[config.mk]
export PLATFORM = sky130hd
export DESIGN_NAME = boot_sequencer_flat
export DESIGN_NICKNAME = d
export VERILOG_FILES = /design/src/rtl/boot_pkg.sv /design/src/rtl/boot_sequencer_if.sv /design/src/rtl/idle_timer.sv /design/src/rtl/boot_sequencer.sv /design/src/flat_wrapper.sv
export SDC_FILE = /design/constraint.sdc
export NUM_CORES = 1
export LEC_CHECK = 0
export CORE_AREA = 5 5 64 66
export CTS_CLUSTER_DIAMETER = 120
export DETAILED_ROUTE_END_ITERATION = 6
export DIE_AREA = 0 0 69 71
export HOLD_SLACK_MARGIN = 0.03
export PLACE_DENSITY = 0.75
export SLEW_MARGIN = 20
export SYNTH_ARGS = -nofsm -noshare
export SYNTH_HDL_FRONTEND = slang
export SYNTH_SLANG_ARGS = --single-unit
[constraint.sdc]
create_clock -name clk -period 4.3 [get_ports clk]
set_clock_uncertainty 0.2 [all_clocks]
set_input_delay 0.645 -clock clk [delete_from_list [all_inputs] [get_ports clk]]
set_output_delay 0.645 -clock clk [all_outputs]
set_load 0.01 [all_outputs]
[src/rtl/boot_pkg.sv]
// Shared types for the boot sequencer: the boot state encoding seen on the state output.
package boot_pkg;

  typedef enum logic [1:0] {
    S_INIT   = 2'd0,
    S_LOAD   = 2'd1,
    S_SETTLE = 2'd2,
    S_RUN    = 2'd3
  } boot_state_t;

endpackage

[src/rtl/boot_sequencer_if.sv]
// Byte-stream bundle around the boot sequencer: UART rx in, loader and core streams out.
interface boot_sequencer_if #(
  parameter int DATA_W = 8
);
  logic              rx_valid;
  logic [DATA_W-1:0] rx_data;
  logic              rx_ready;
  logic              loader_valid;
  logic [DATA_W-1:0] loader_data;
  logic              loader_ready;
  logic              core_rx_valid;
  logic [DATA_W-1:0] core_rx_data;
  logic              core_rx_ready;

  // master is the sequencer side of every stream; slave is the surrounding system
  modport master (
    input  rx_valid, rx_data, loader_ready, core_rx_ready,
    output rx_ready, loader_valid, loader_data, core_rx_valid, core_rx_data
  );

  modport slave (
    output rx_valid, rx_data, loader_ready, core_rx_ready,
    input  rx_ready, loader_valid, loader_data, core_rx_valid, core_rx_data
  );
endinterface

[src/rtl/idle_timer.sv]
// Rx silence timer: armed by the first accepted byte, counts consecutive silent cycles, saturating.
module idle_timer #(
  parameter int LIMIT = 1000000
) (
  input  logic clk,
  input  logic reset,
  input  logic clear,
  input  logic arm,
  input  logic tick,
  output logic expired
);
  localparam int                CNT_W = $clog2(LIMIT + 1);
  localparam logic [CNT_W-1:0]  LAST  = CNT_W'(LIMIT - 1);

  logic             r_armed;
  logic [CNT_W-1:0] r_count;

  always_ff @(posedge clk) begin
    if (reset || clear) begin
      r_armed <= 1'b0;
      r_count <= '0;
    end else if (arm) begin
      r_armed <= 1'b1;
      r_count <= '0;
    end else if (r_armed) begin
      // any cycle with traffic (including stalled traffic) restarts the silence count
      if (!tick) begin
        r_count <= '0;
      end else if (r_count != LAST) begin
        r_count <= r_count + 1'b1;
      end
    end
  end

  assign expired = r_armed && tick && (r_count == LAST);

endmodule

[src/rtl/boot_sequencer.sv]
// Boot controller: holds the core in reset while the UART stream feeds the loader, then hands the stream to the core.
module boot_sequencer
  import boot_pkg::*;
#(
  parameter int SETTLE_CYCLES  = 16,
  parameter int TIMEOUT_CYCLES = 1000000
) (
  input  logic             clk,
  input  logic             reset,
  boot_sequencer_if.master bus,
  output logic             loader_reset,
  input  logic             loader_completed,
  output logic             core_reset,
  input  logic             reload_request,
  output boot_state_t      state,
  output logic             booted,
  output logic             load_error
);
  localparam int                  SETTLE_W    = $clog2(SETTLE_CYCLES + 1);
  localparam logic [SETTLE_W-1:0] SETTLE_LAST = SETTLE_W'(SETTLE_CYCLES - 1);

  boot_state_t         r_state;
  logic [SETTLE_W-1:0] r_settle_cnt;
  logic                r_load_error;

  logic w_timer_clear;
  logic w_timer_arm;
  logic w_timer_tick;
  logic w_expired;

  assign w_timer_clear = (r_state != S_LOAD);
  assign w_timer_arm   = (r_state == S_LOAD) && bus.rx_valid && bus.rx_ready;
  assign w_timer_tick  = !bus.rx_valid;

  idle_timer #(
    .LIMIT (TIMEOUT_CYCLES)
  ) u_idle_timer (
    .clk     (clk),
    .reset   (reset),
    .clear   (w_timer_clear),
    .arm     (w_timer_arm),
    .tick    (w_timer_tick),
    .expired (w_expired)
  );

  always_ff @(posedge clk) begin
    if (reset) begin
      r_state      <= S_INIT;
      r_settle_cnt <= '0;
      r_load_error <= 1'b0;
    end else if (reload_request) begin
      r_state      <= S_INIT;
      r_settle_cnt <= '0;
    end else begin
      case (r_state)
        S_INIT: r_state <= S_LOAD;
        S_LOAD: begin
          // completion wins over a coincident timeout and leaves load_error clear
          if (loader_completed) begin
            r_state      <= S_SETTLE;
            r_settle_cnt <= '0;
            r_load_error <= 1'b0;
          end else if (w_expired) begin
            r_state      <= S_INIT;
            r_load_error <= 1'b1;
          end
        end
        S_SETTLE: begin
          if (r_settle_cnt == SETTLE_LAST) begin
            r_state <= S_RUN;
          end else begin
            r_settle_cnt <= r_settle_cnt + 1'b1;
          end
        end
        S_RUN:   r_state <= S_RUN;
        default: r_state <= S_INIT;
      endcase
    end
  end

  // routing follows the registered state, so a byte taken in the last S_LOAD cycle stays with the loader
  always_comb begin
    bus.rx_ready      = 1'b0;
    bus.loader_valid  = 1'b0;
    bus.core_rx_valid = 1'b0;
    case (r_state)
      S_LOAD: begin
        bus.loader_valid = bus.rx_valid;
        bus.rx_ready     = bus.loader_ready;
      end
      S_RUN: begin
        bus.core_rx_valid = bus.rx_valid;
        bus.rx_ready      = bus.core_rx_ready;
      end
      default: ;
    endcase
  end

  assign bus.loader_data  = bus.rx_data;
  assign bus.core_rx_data = bus.rx_data;

  assign loader_reset = (r_state == S_INIT);
  assign core_reset   = (r_state != S_RUN);
  assign booted       = (r_state == S_RUN);
  assign state        = r_state;
  assign load_error   = r_load_error;

endmodule

[src/flat_wrapper.sv]
// flat-port wrapper written by rule: the top's interface ports become plain ports
module boot_sequencer_flat import boot_pkg::*;
#(
  parameter int SETTLE_CYCLES  = 16,
  parameter int TIMEOUT_CYCLES = 1000000
)
  (clk, reset, loader_reset, loader_completed, core_reset, reload_request, state, booted, load_error, bus_rx_valid, bus_rx_data, bus_loader_ready, bus_core_rx_ready, bus_rx_ready, bus_loader_valid, bus_loader_data, bus_core_rx_valid, bus_core_rx_data);
  boot_sequencer_if #(.DATA_W(8)) bus_i ();
  input  logic clk;
  input  logic reset;
  output logic loader_reset;
  input  logic loader_completed;
  output logic core_reset;
  input  logic reload_request;
  output boot_state_t state;
  output logic booted;
  output logic load_error;
  input wire logic [$bits(bus_i.rx_valid)-1:0] bus_rx_valid;
  input wire logic [$bits(bus_i.rx_data)-1:0] bus_rx_data;
  input wire logic [$bits(bus_i.loader_ready)-1:0] bus_loader_ready;
  input wire logic [$bits(bus_i.core_rx_ready)-1:0] bus_core_rx_ready;
  output wire logic [$bits(bus_i.rx_ready)-1:0] bus_rx_ready;
  output wire logic [$bits(bus_i.loader_valid)-1:0] bus_loader_valid;
  output wire logic [$bits(bus_i.loader_data)-1:0] bus_loader_data;
  output wire logic [$bits(bus_i.core_rx_valid)-1:0] bus_core_rx_valid;
  output wire logic [$bits(bus_i.core_rx_data)-1:0] bus_core_rx_data;
  assign bus_i.rx_valid = bus_rx_valid;
  assign bus_i.rx_data = bus_rx_data;
  assign bus_i.loader_ready = bus_loader_ready;
  assign bus_i.core_rx_ready = bus_core_rx_ready;
  assign bus_rx_ready = bus_i.rx_ready;
  assign bus_loader_valid = bus_i.loader_valid;
  assign bus_loader_data = bus_i.loader_data;
  assign bus_core_rx_valid = bus_i.core_rx_valid;
  assign bus_core_rx_data = bus_i.core_rx_data;
  boot_sequencer #(.SETTLE_CYCLES(SETTLE_CYCLES), .TIMEOUT_CYCLES(TIMEOUT_CYCLES)) u_core (.clk(clk), .reset(reset), .bus(bus_i), .loader_reset(loader_reset), .loader_completed(loader_completed), .core_reset(core_reset), .reload_request(reload_request), .state(state), .booted(booted), .load_error(load_error));
endmodule
==> results.py, run 1 <==
metrics = {
    "outcome": {
        "status": "finished clean",
    },
    "final_layout": {
        "regArea_um2": 580.6,
        "finish.utilization": 0.5046,
        "final_cell_mix": "dfxtp_1 (29), nor2_1 (25), clkdlybuf4s50_1 (15)",
        "final_common_cell": "dfxtp_1",
        "instances_no_fill": 246,
        "fillCellCount": 355,
        "diodes": 0,
        "nets": 216,
        "multi_input_area_um2": 913.4,
        "drive_gt1_frac": 0.07576,
        "area_growth_pct": 7.165,
    },
    "die": {
        "dieArea_um2": 4899,
        "start_util": 0.4709,
        "die_y_um": 71,
        "ios": 40,
        "rows": 22,
        "core_area_um2": 3523,
        "die_x_um": 69,
    },
    "routing": {
        "viasPerCell": 5.402,
        "ant_nets": 0,
        "drc": 0,
        "wirelength_um": 3229,
        "drtIter0Drc": 48,
        "wire_per_inst_um": 13.13,
        "first_pass_iters": 4,
        "vias": 1329,
    },
    "placement": {
        "globalplace.congestion": 0.7644,
        "placed_cells": 239,
        "place_ws_ns": 1.423,
        "io_buffers": 15,
        "dp_hpwl_um": 2322,
    },
    "synthesis": {
        "synthCells": 199,
        "netlist_top_cells_area": "dfxtp_1 (35%), buf_4 (7.2%), xnor2_1 (5.8%)",
        "syn-num-nets": 217,
        "yosysUniqueCellTypes": 43,
        "ys.flop_type": "dfxtp_1",
        "ys_seq_area_frac": 0.3499,
        "async_flop_share": 0,
        "ys_seq_elements": 29,
        "synth.cell_area_um2": 1659,
        "postSynthAreaPerCell_um2": 8.337,
        "synth_top_area_cell": "dfxtp_1",
        "yosys.area.top_type_share": 0.3499,
        "synth_warnings": 0,
        "synth_enable_flop_cells": 0,
    },
    "worst_setup_path": {
        "r2r_setup_slack_ns": 2.18,
        "critPathCaptureType": "primary output",
        "max_stage_delay_ns": 0.66,
        "path_cells": "clkdlybuf4s50_1, and3_1, clkdlybuf4s50_1",
        "rr_startpoint": "u_core.r_settle_cnt[0]$_SDFFE_PP0P_",
        "r2r-end": "u_core.r_settle_cnt[1]$_SDFFE_PP0P_",
        "path_max_fanout": 8,
        "cp_top_family": "buffers and inverters",
        "worst-path-buf-inv": 2,
        "worstSetupPathType": "primary input to primary output",
        "critPathLaunchType": "primary input",
        "reg2regPathDepth": 7,
        "critical_path_required_ns": 3.45,
        "arrival_ns": 2.04,
        "cpMaxStageDelayCell": "clkdlybuf4s50_1",
        "critPathMostFrequentCell": "clkdlybuf4s50_1",
    },
    "cts": {
        "tritoncts": "done",
        "root_buffer": "clkbuf_4",
        "postCtsHoldBufs": 0,
        "h-tree-depth": 2,
        "cts.repair.resized": 0,
        "cts_setup_buffers": 0,
        "cts.path.max_buffers": 2,
        "clk_pin_slew_ns": 0.09,
        "clock_latency_ns": 0.33,
        "cts.sinks": 29,
        "cts_buffers": 5,
    },
    "sta": {
        "slew_viol_final": 0,
        "rsz0062_at_grt": "no",
        "finalSetupViolCount": 0,
        "fin_ws_ns": 1.413,
        "fmax_mhz": 346.3,
        "min_period_over_period": 0.6715,
        "tightest_slew_ns": 0.5798,
        "fin_setup_tns_ns": 0,
        "slew_headroom": 0.6125,
        "finalHoldViolations": 0,
        "period_needed_ns": 2.887,
    },
    "global_routing": {
        "grt_use_total": 0.1397,
        "grt_antenna_before_repair": 0,
        "grt_pass1_wl_um": 5671,
        "grt_pass1_vias": 1269,
        "grt_max_degree": 19,
        "grt_overflow": 0,
    },
    "worst_hold_path": {
        "min_path_cells": 2,
        "whs_endpoint": "u_core.u_idle_timer.r_count[17]$_SDFFE_PP0P_",
        "hp-class": "flop to flop",
        "worstHoldStart": "u_core.u_idle_timer.r_count[17]$_SDFFE_PP0P_",
    },
    "power_and_ir_drop": {
        "leakage_nw": 0.5390,
        "powerDensity_nw_per_um2": 262.7,
        "p_total_uw": 467.0,
        "vdd_ir_drop_max_uv": 145.9,
    },
    "flow_run": {
        "cap_viol_max_count": 0,
    },
}
flip-flops by register name, indices dropped and copies added (netlist names):
register / flops
u_core.r_settle_cnt: 5
u_core.u_idle_timer.r_armed: 1
u_core.state: 2
u_core.u_idle_timer.r_count: 20
u_core.load_error: 1
power by group:
part / switching, mW / internal [mW]
combinational: 0.0128 / 0.0123
clock: 0.0930 / 0.0770
sequential: 0.00266 / 0.269
how the worst max path moves through the flow:
stage	depth (start not counted)	startpoint	end	slack, ns
CTS	3	bus_rx_valid	bus_core_rx_valid	1.41
detailed placement	3	bus_rx_valid	bus_core_rx_valid	1.42
floorplan	2	bus_rx_valid	bus_core_rx_valid	2.33
global placement	3	bus_rx_valid	bus_core_rx_valid	1.45
global route	3	bus_rx_valid	bus_core_rx_valid	1.36
finish	3	bus_rx_valid	bus_core_rx_valid	1.41
cell type report:
class                           instances  area share
Inverter                                5     0.01056
Multi-Input combinational cell        142      0.5137
Tap cell                               48     0.03378
Sequential cell                        29      0.3265
Timing Repair Buffer                   15     0.08445
Clock buffer                            7     0.03096
per-stage QoR:
step	cell area, um2	hold WS, ns
CTS	1778	0.3094
detailed placement	1723	0.2951
global route	1778	0.3301
floorplan	1659	0.2667
finish	1778	0.3074
global placement	1723	0.2862
cells in the mapped netlist (3+ instances only):
cell type and n:
ha_1 3, nand4_1 7, clkbuf_1 7, nor3_1 12
a21oi_1 13, or3_1 3, and3_1 4, o21ai_0 3
nand2_1 10, buf_4 16, nand3_1 8, xnor2_1 11
nor2_1 25, and2_1 6, dfxtp_1 29, inv_1 5
xor2_1 4, and4_1 4
metal layers:
layer / up-vias / GRT usage / wire length (um)
li1: 697 / - / -
met1: 600 / 0.1720 / 1516
met2: 26 / 0.2182 / 1458
met3: 6 / 0.03977 / 202
met4: 0 / 0.08026 / 53
met5: - / 0 / 0
cell families (layout without fill, tap and decap cells):
family,count (synthesis),count (layout),synth area share
simple gates,93,93,0.3190
compound gates,29,29,0.1176
flops,29,29,0.3499
buf+inv,28,27,0.09955
xor+xnor,15,15,0.07918
fa+ha+maj,3,3,0.02263
mux,2,2,0.01207
worst min-delay path: cells and delay by family (launching register included):
family             cells  cell delay [ns]
AOI/OAI and AO/OA      2             0.13
DFF                    1             0.34
(Power assumes the default switching activity.)
==> run 2: changes to the inputs <==
--- a/config.mk
+++ b/config.mk
@@ -5,12 +5,12 @@
 export SDC_FILE = /design/constraint.sdc
 export NUM_CORES = 1
 export LEC_CHECK = 0
-export CORE_AREA = 5 5 64 66
+export CORE_AREA = 5 5 68 70
 export CTS_CLUSTER_DIAMETER = 120
 export DETAILED_ROUTE_END_ITERATION = 6
-export DIE_AREA = 0 0 69 71
+export DIE_AREA = 0 0 73 75
 export HOLD_SLACK_MARGIN = 0.03
-export PLACE_DENSITY = 0.75
+export PLACE_DENSITY = 0.7
 export SLEW_MARGIN = 20
 export SYNTH_ARGS = -nofsm -noshare
 export SYNTH_HDL_FRONTEND = slang
==> constraint.sdc (replaced) <==
create_clock -name clk -period 2.55 [get_ports clk]
set_clock_uncertainty 0.2 [all_clocks]
set_input_delay 0.3825 -clock clk [delete_from_list [all_inputs] [get_ports clk]]
set_output_delay 0.3825 -clock clk [all_outputs]
set_load 0.01 [all_outputs]
==> results.py, run 2 (synthesis gave the netlist of run 1 again) <==
metrics = {
    "final_layout": {
        "instances_no_fill": 252,
        "finish.utilization": 0.4706,
        "top_register": "u_core.u_idle_timer.r_count",
        "drive_gt1_frac": 0.09406,
        "final_common_cell": "dfxtp_1",
        "diodes": 0,
        "area_growth_pct": 11.01,
        "largest_reg_flops": 20,
        "final_cell_area_um2": 1842,
        "nets": 220,
        "final_cell_mix": "dfxtp_1 (29), nor2_1 (25), clkdlybuf4s50_1 (15)",
    },
    "sta": {
        "rsz0062_at_grt": "no",
        "tightest_slew_ns": 0.5643,
        "finalSetupViolCount": 0,
        "fin_setup_tns_ns": 0,
        "slew_viol_final": 0,
        "slew_headroom": 0.6233,
        "period_needed_ns": 2.251,
        "hold_ws_ns": 0.3034,
        "min_period_over_period": 0.8828,
        "fin_ws_ns": 0.2989,
        "finalHoldViolations": 0,
        "fmax_mhz": 444.2,
    },
    "outcome": {
        "status": "finished clean",
    },
    "worst_setup_path": {
        "critical_path_required_ns": 1.97,
        "r2r_setup_slack_ns": 0.41,
        "worstSetupPathType": "primary input to primary output",
        "r2r-end": "u_core.r_settle_cnt[0]$_SDFFE_PP0P_",
        "critPathCaptureType": "primary output",
        "path_max_fanout": 3,
        "rr_startpoint": "u_core.r_settle_cnt[0]$_SDFFE_PP0P_",
        "critPathLaunchType": "primary input",
        "arrival_ns": 1.67,
        "reg2regPathDepth": 7,
    },
    "die": {
        "start_util": 0.4239,
        "dieArea_um2": 5475,
        "rows": 23,
        "die_x_um": 73,
        "ios": 40,
        "core_area_um2": 3914,
        "die_y_um": 75,
    },
    "cts": {
        "postCtsHoldBufs": 0,
        "cts_buffers": 5,
        "clk_pin_slew_ns": 0.06,
        "cts.path.max_buffers": 2,
        "root_buffer": "clkbuf_8",
        "cts_setup_buffers": 0,
        "tritoncts": "done",
        "cts.repair.resized": 0,
        "cts.sinks": 29,
        "clock_latency_ns": 0.28,
        "h-tree-depth": 2,
    },
    "global_routing": {
        "grt_overflow": 0,
        "grt_max_degree": 17,
        "grt_antenna_before_repair": 0,
        "grt_use_total": 0.1397,
        "grt_pass1_wl_um": 5968,
        "grt_pass1_vias": 1343,
    },
    "worst_hold_path": {
        "min_path_cells": 2,
        "hp-class": "flop to flop",
        "whs_endpoint": "u_core.u_idle_timer.r_count[17]$_SDFFE_PP0P_",
        "worstHoldStart": "u_core.u_idle_timer.r_count[17]$_SDFFE_PP0P_",
    },
    "routing": {
        "first_pass_iters": 4,
        "wirelength_um": 3407,
        "drtIter0Drc": 50,
        "wire_per_inst_um": 13.52,
        "ant_nets": 0,
        "vias": 1361,
        "drc": 0,
        "viasPerCell": 5.401,
    },
    "flow_run": {
        "cap_viol_max_count": 0,
    },
    "power_and_ir_drop": {
        "powerDensity_nw_per_um2": 479.4,
        "vdd_ir_drop_max_uv": 293.3,
        "p_total_uw": 883.0,
        "leakage_nw": 0.5710,
    },
    "placement": {
        "io_buffers": 15,
        "post_dp_cell_area_um2": 1755,
        "place_ws_ns": 0.3083,
        "placed_cells": 245,
        "globalplace.congestion": 0.7788,
        "dp_hpwl_um": 2457,
    },
}
-- run 2: cell types whose count changed in the layout (fill, tap and decap cells not counted) --
cell      previous run  this run
buf_4                0         4
clkbuf_4             5         0
clkbuf_8             1         6
-- run 2: cell type report --
| cell class | instances | area [um2] |
|---|---|---|
| Inverter | 5 | 18.77 |
| Tap cell | 50 | 62.56 |
| Clock buffer | 7 | 86.33 |
| Fill cell | 401 | 2072 |
| Multi-Input combinational cell | 142 | 913.4 |
| Sequential cell | 29 | 580.6 |
| Timing Repair Buffer | 19 | 180.2 |
-- run 2: metal layers --
| layer | global-route usage | vias to the layer above | part of all wire |
|---|---|---|---|
| li1 | - | 702 | - |
| met5 | 0 | - | 0 |
| met4 | 0.05328 | 0 | 0.016 |
| met3 | 0.05207 | 7 | 0.072 |
| met2 | 0.2165 | 47 | 0.45 |
| met1 | 0.1767 | 605 | 0.46 |
-- run 2: worst max path at each step --
stage	start	cells after the start	to	slack [ns]
floorplan	u_core.u_idle_timer.r_count[6]$_SDFFE_PP0P_	5	u_core.u_idle_timer.r_count[14]$_SDFFE_PP0P_	0.64
global placement	bus_loader_ready	4	bus_rx_ready	0.32
detailed placement	bus_loader_ready	4	bus_rx_ready	0.31
CTS	u_core.state[1]$_SDFFE_PP0P_	3	bus_loader_valid	0.26
global route	u_core.state[1]$_SDFFE_PP0P_	3	bus_loader_valid	0.19
finish	bus_loader_ready	4	bus_rx_ready	0.30
-- run 2: critical path, stage by stage --
cell	delay (ns)
clkdlybuf4s50_1	0.49
mux2i_1	0.08
nor2b_1	0.16
clkdlybuf4s50_1	0.56
-- run 2: where the power goes --
part	total (mW)	internal [mW]	leakage (nW)	switching, mW
combinational	0.0496	0.0247	0.293	0.0249
clock	0.376	0.213	0.0443	0.163
sequential	0.457	0.455	0.234	0.00220
total	0.883	0.693	0.571	0.190
==> run 3: changes to the inputs <==
--- a/config.mk
+++ b/config.mk
@@ -9,6 +9,7 @@
 export CTS_CLUSTER_DIAMETER = 120
 export DETAILED_ROUTE_END_ITERATION = 6
 export DIE_AREA = 0 0 73 75
+export GPL_TIMING_DRIVEN = 0
 export HOLD_SLACK_MARGIN = 0.03
 export PLACE_DENSITY = 0.7
 export SLEW_MARGIN = 20
==> constraint.sdc (replaced) <==
create_clock -name clk -period 2.55 [get_ports clk]
set_clock_uncertainty 0.2 [all_clocks]
set_input_delay 0.51 -clock clk [delete_from_list [all_inputs] [get_ports clk]]
set_output_delay 0.51 -clock clk [all_outputs]
set_load 0.01 [all_outputs]
==> results.py, run 3 (synthesis gave the netlist of run 1 again) <==
metrics = {
    "outcome": {
        "status": "finished clean",
    },
    "final_layout": {
        "nets": 252,
        "regArea_um2": 581.8,
        "fillCellCount": 401,
        "largest_reg_flops": 20,
        "final_cell_mix": "clkdlybuf4s50_1 (28), dfxtp_1 (28), nor2_1 (25)",
        "area_growth_pct": 27.45,
        "finish.utilization": 0.5403,
        "diodes": 0,
        "top_register": "u_core.u_idle_timer.r_count",
        "drive_gt1_frac": 0.1489,
        "multi_input_area_um2": 913.4,
    },
    "routing": {
        "first_pass_iters": 4,
        "wirelength_um": 3607,
        "drc": 0,
        "vias": 1467,
        "viasPerCell": 5.147,
        "ant_nets": 0,
        "drtIter0Drc": 58,
        "wire_per_inst_um": 12.66,
    },
    "worst_setup_path": {
        "startpoint": "u_core.state[0]$_SDFFE_PP0P_",
        "critPathLaunchType": "flop",
        "critPathCaptureType": "primary output",
        "arrival_ns": 1.69,
        "rr_startpoint": "u_core.r_settle_cnt[0]$_SDFFE_PP0P_",
        "path_max_fanout": 12,
        "cp_top_family": "buffers and inverters",
        "max_stage_delay_ns": 0.53,
        "cpMaxStageDelayCell": "clkdlybuf4s50_1",
        "critical_path_required_ns": 1.84,
        "worstSetupPathType": "flop to primary output",
        "worst-path-buf-inv": 1,
        "path_cells": "nor2b_1, and2_1, clkdlybuf4s50_1",
    },
    "die": {
        "rows": 23,
        "die_y_um": 75,
        "dieArea_um2": 5475,
        "ios": 40,
        "start_util": 0.4239,
        "core_area_um2": 3914,
        "die_x_um": 73,
    },
    "power_and_ir_drop": {
        "powerDensity_nw_per_um2": 459.9,
        "power_switching_uw": 218.5,
        "p_total_uw": 972.5,
        "leakage_nw": 0.7209,
        "p_comb_frac": 0.095,
        "p_sw_frac": 0.2246,
        "vdd_ir_drop_max_uv": 390.1,
        "internal_power_uw": 754.0,
        "power_frac_clock": 0.434,
        "pwr-share-seq": 0.471,
    },
    "sta": {
        "rsz0062_at_grt": "no",
        "period_needed_ns": 2.404,
        "slew_headroom": 0.6795,
        "slew_viol_final": 0,
        "min_period_over_period": 0.9429,
        "fin_ws_ns": 0.1457,
        "fin_setup_tns_ns": 0,
        "tightest_slew_ns": 0.4797,
        "fmax_mhz": 415.9,
        "finalSetupViolCount": 0,
        "finalHoldViolations": 0,
    },
    "flow_run": {
        "cap_viol_max_count": 0,
    },
    "placement": {
        "place_ws_ns": 0.03454,
        "globalplace.congestion": 0.8055,
        "io_buffers": 29,
        "dp_hpwl_um": 2764,
    },
    "cts": {
        "root_buffer": "clkbuf_8",
        "cts_setup_buffers": 0,
        "h-tree-depth": 2,
        "cts_buffers": 5,
        "cts.path.max_buffers": 2,
        "tritoncts": "done",
        "clk_pin_slew_ns": 0.06,
        "clock_latency_ns": 0.28,
        "cts.sinks": 29,
    },
    "global_routing": {
        "grt_max_degree": 13,
        "grt_pass1_wl_um": 5947,
        "grt_antenna_before_repair": 0,
        "grt_use_total": 0.1417,
        "grt_pass1_vias": 1372,
        "grt_overflow": 0,
    },
    "worst_hold_path": {
        "worstHoldStart": "u_core.u_idle_timer.r_count[17]$_SDFFE_PP0P_",
        "hp-class": "flop to flop",
    },
}
run 3: changes by cell type in the layout (fill, tap and decap cells not counted):
cell | previous run | this run
clkbuf_2 | 0 | 1
clkdlybuf4s50_1 | 15 | 28
dlymetal6s2s_1 | 0 | 1
buf_4 | 4 | 16
clkbuf_1 | 1 | 5
dfxtp_2 | 0 | 1
clkbuf_8 | 6 | 7
dfxtp_1 | 29 | 28
clkinv_2 | 0 | 1
run 3: routing by layer:
layer  wire (um)  up-vias  global-route usage
met4          65        0             0.06967
met5           0        -                   0
met3         177        6             0.04673
met2        1633       34              0.2185
li1            -      759                   -
met1        1730      668              0.1778
run 3: final cells by class:
type	count	share of cell area
multi-input combinational	142	0.4320
sequential	29	0.2751
timing repair buffer	29	0.1385
buffer	22	0.06805
clock buffer	7	0.04556
tap	50	0.02959
inverter	5	0.008876
clock inverter	1	0.002367
run 3: path summary, 6_finish.rpt:
path,endpoint,slack [ns],cells past startpoint
setup / recovery,bus_loader_valid,0.15,3
setup reg to reg,u_core.r_settle_cnt[1]$_SDFFE_PP0P_,0.43,7
hold / removal,u_core.u_idle_timer.r_count[17]$_SDFFE_PP0P_,0.30,2
hold reg to reg,u_core.u_idle_timer.r_count[17]$_SDFFE_PP0P_,0.30,2
run 3: power by group through the flow:
stage          clock network [mW]  registers, mW  logic, mW
4_1_cts                     0.432          0.458     0.0945
6_report                    0.422          0.458     0.0927
3_3_place_gp                    0          0.466     0.0957
5_1_grt                     0.454          0.458      0.100
2_1_floorplan                   0          0.466     0.0479
3_5_place_dp                    0          0.466     0.0964
run 3: timing repair:
action                                  CTS  global route
pin swaps                                 0             0
hold buffers                              0             0
resized for setup                         0             4
endpoints found under the setup margin    1             2
run 3: per-stage QoR:
step | cell area, um2 | cells | hold slack [ns]
after detailed placement | 2012 | 278 | 0.2913
after floorplan | 1659 | 199 | 0.2667
after global placement | 2012 | 278 | 0.2783
after global routing | 2115 | 285 | 0.3420
final | 2115 | 285 | 0.3033
after CTS | 2110 | 285 | 0.3022
run 3: worst reg2reg max path: stages, from the launching register on:
cell and delay, ns:
dfxtp_1 0.34, ha_1 0.21, and3_1 0.19, ha_1 0.24
nor3b_1 0.43, a21oi_1 0.15, a21oi_1 0.18, nor3_1 0.06
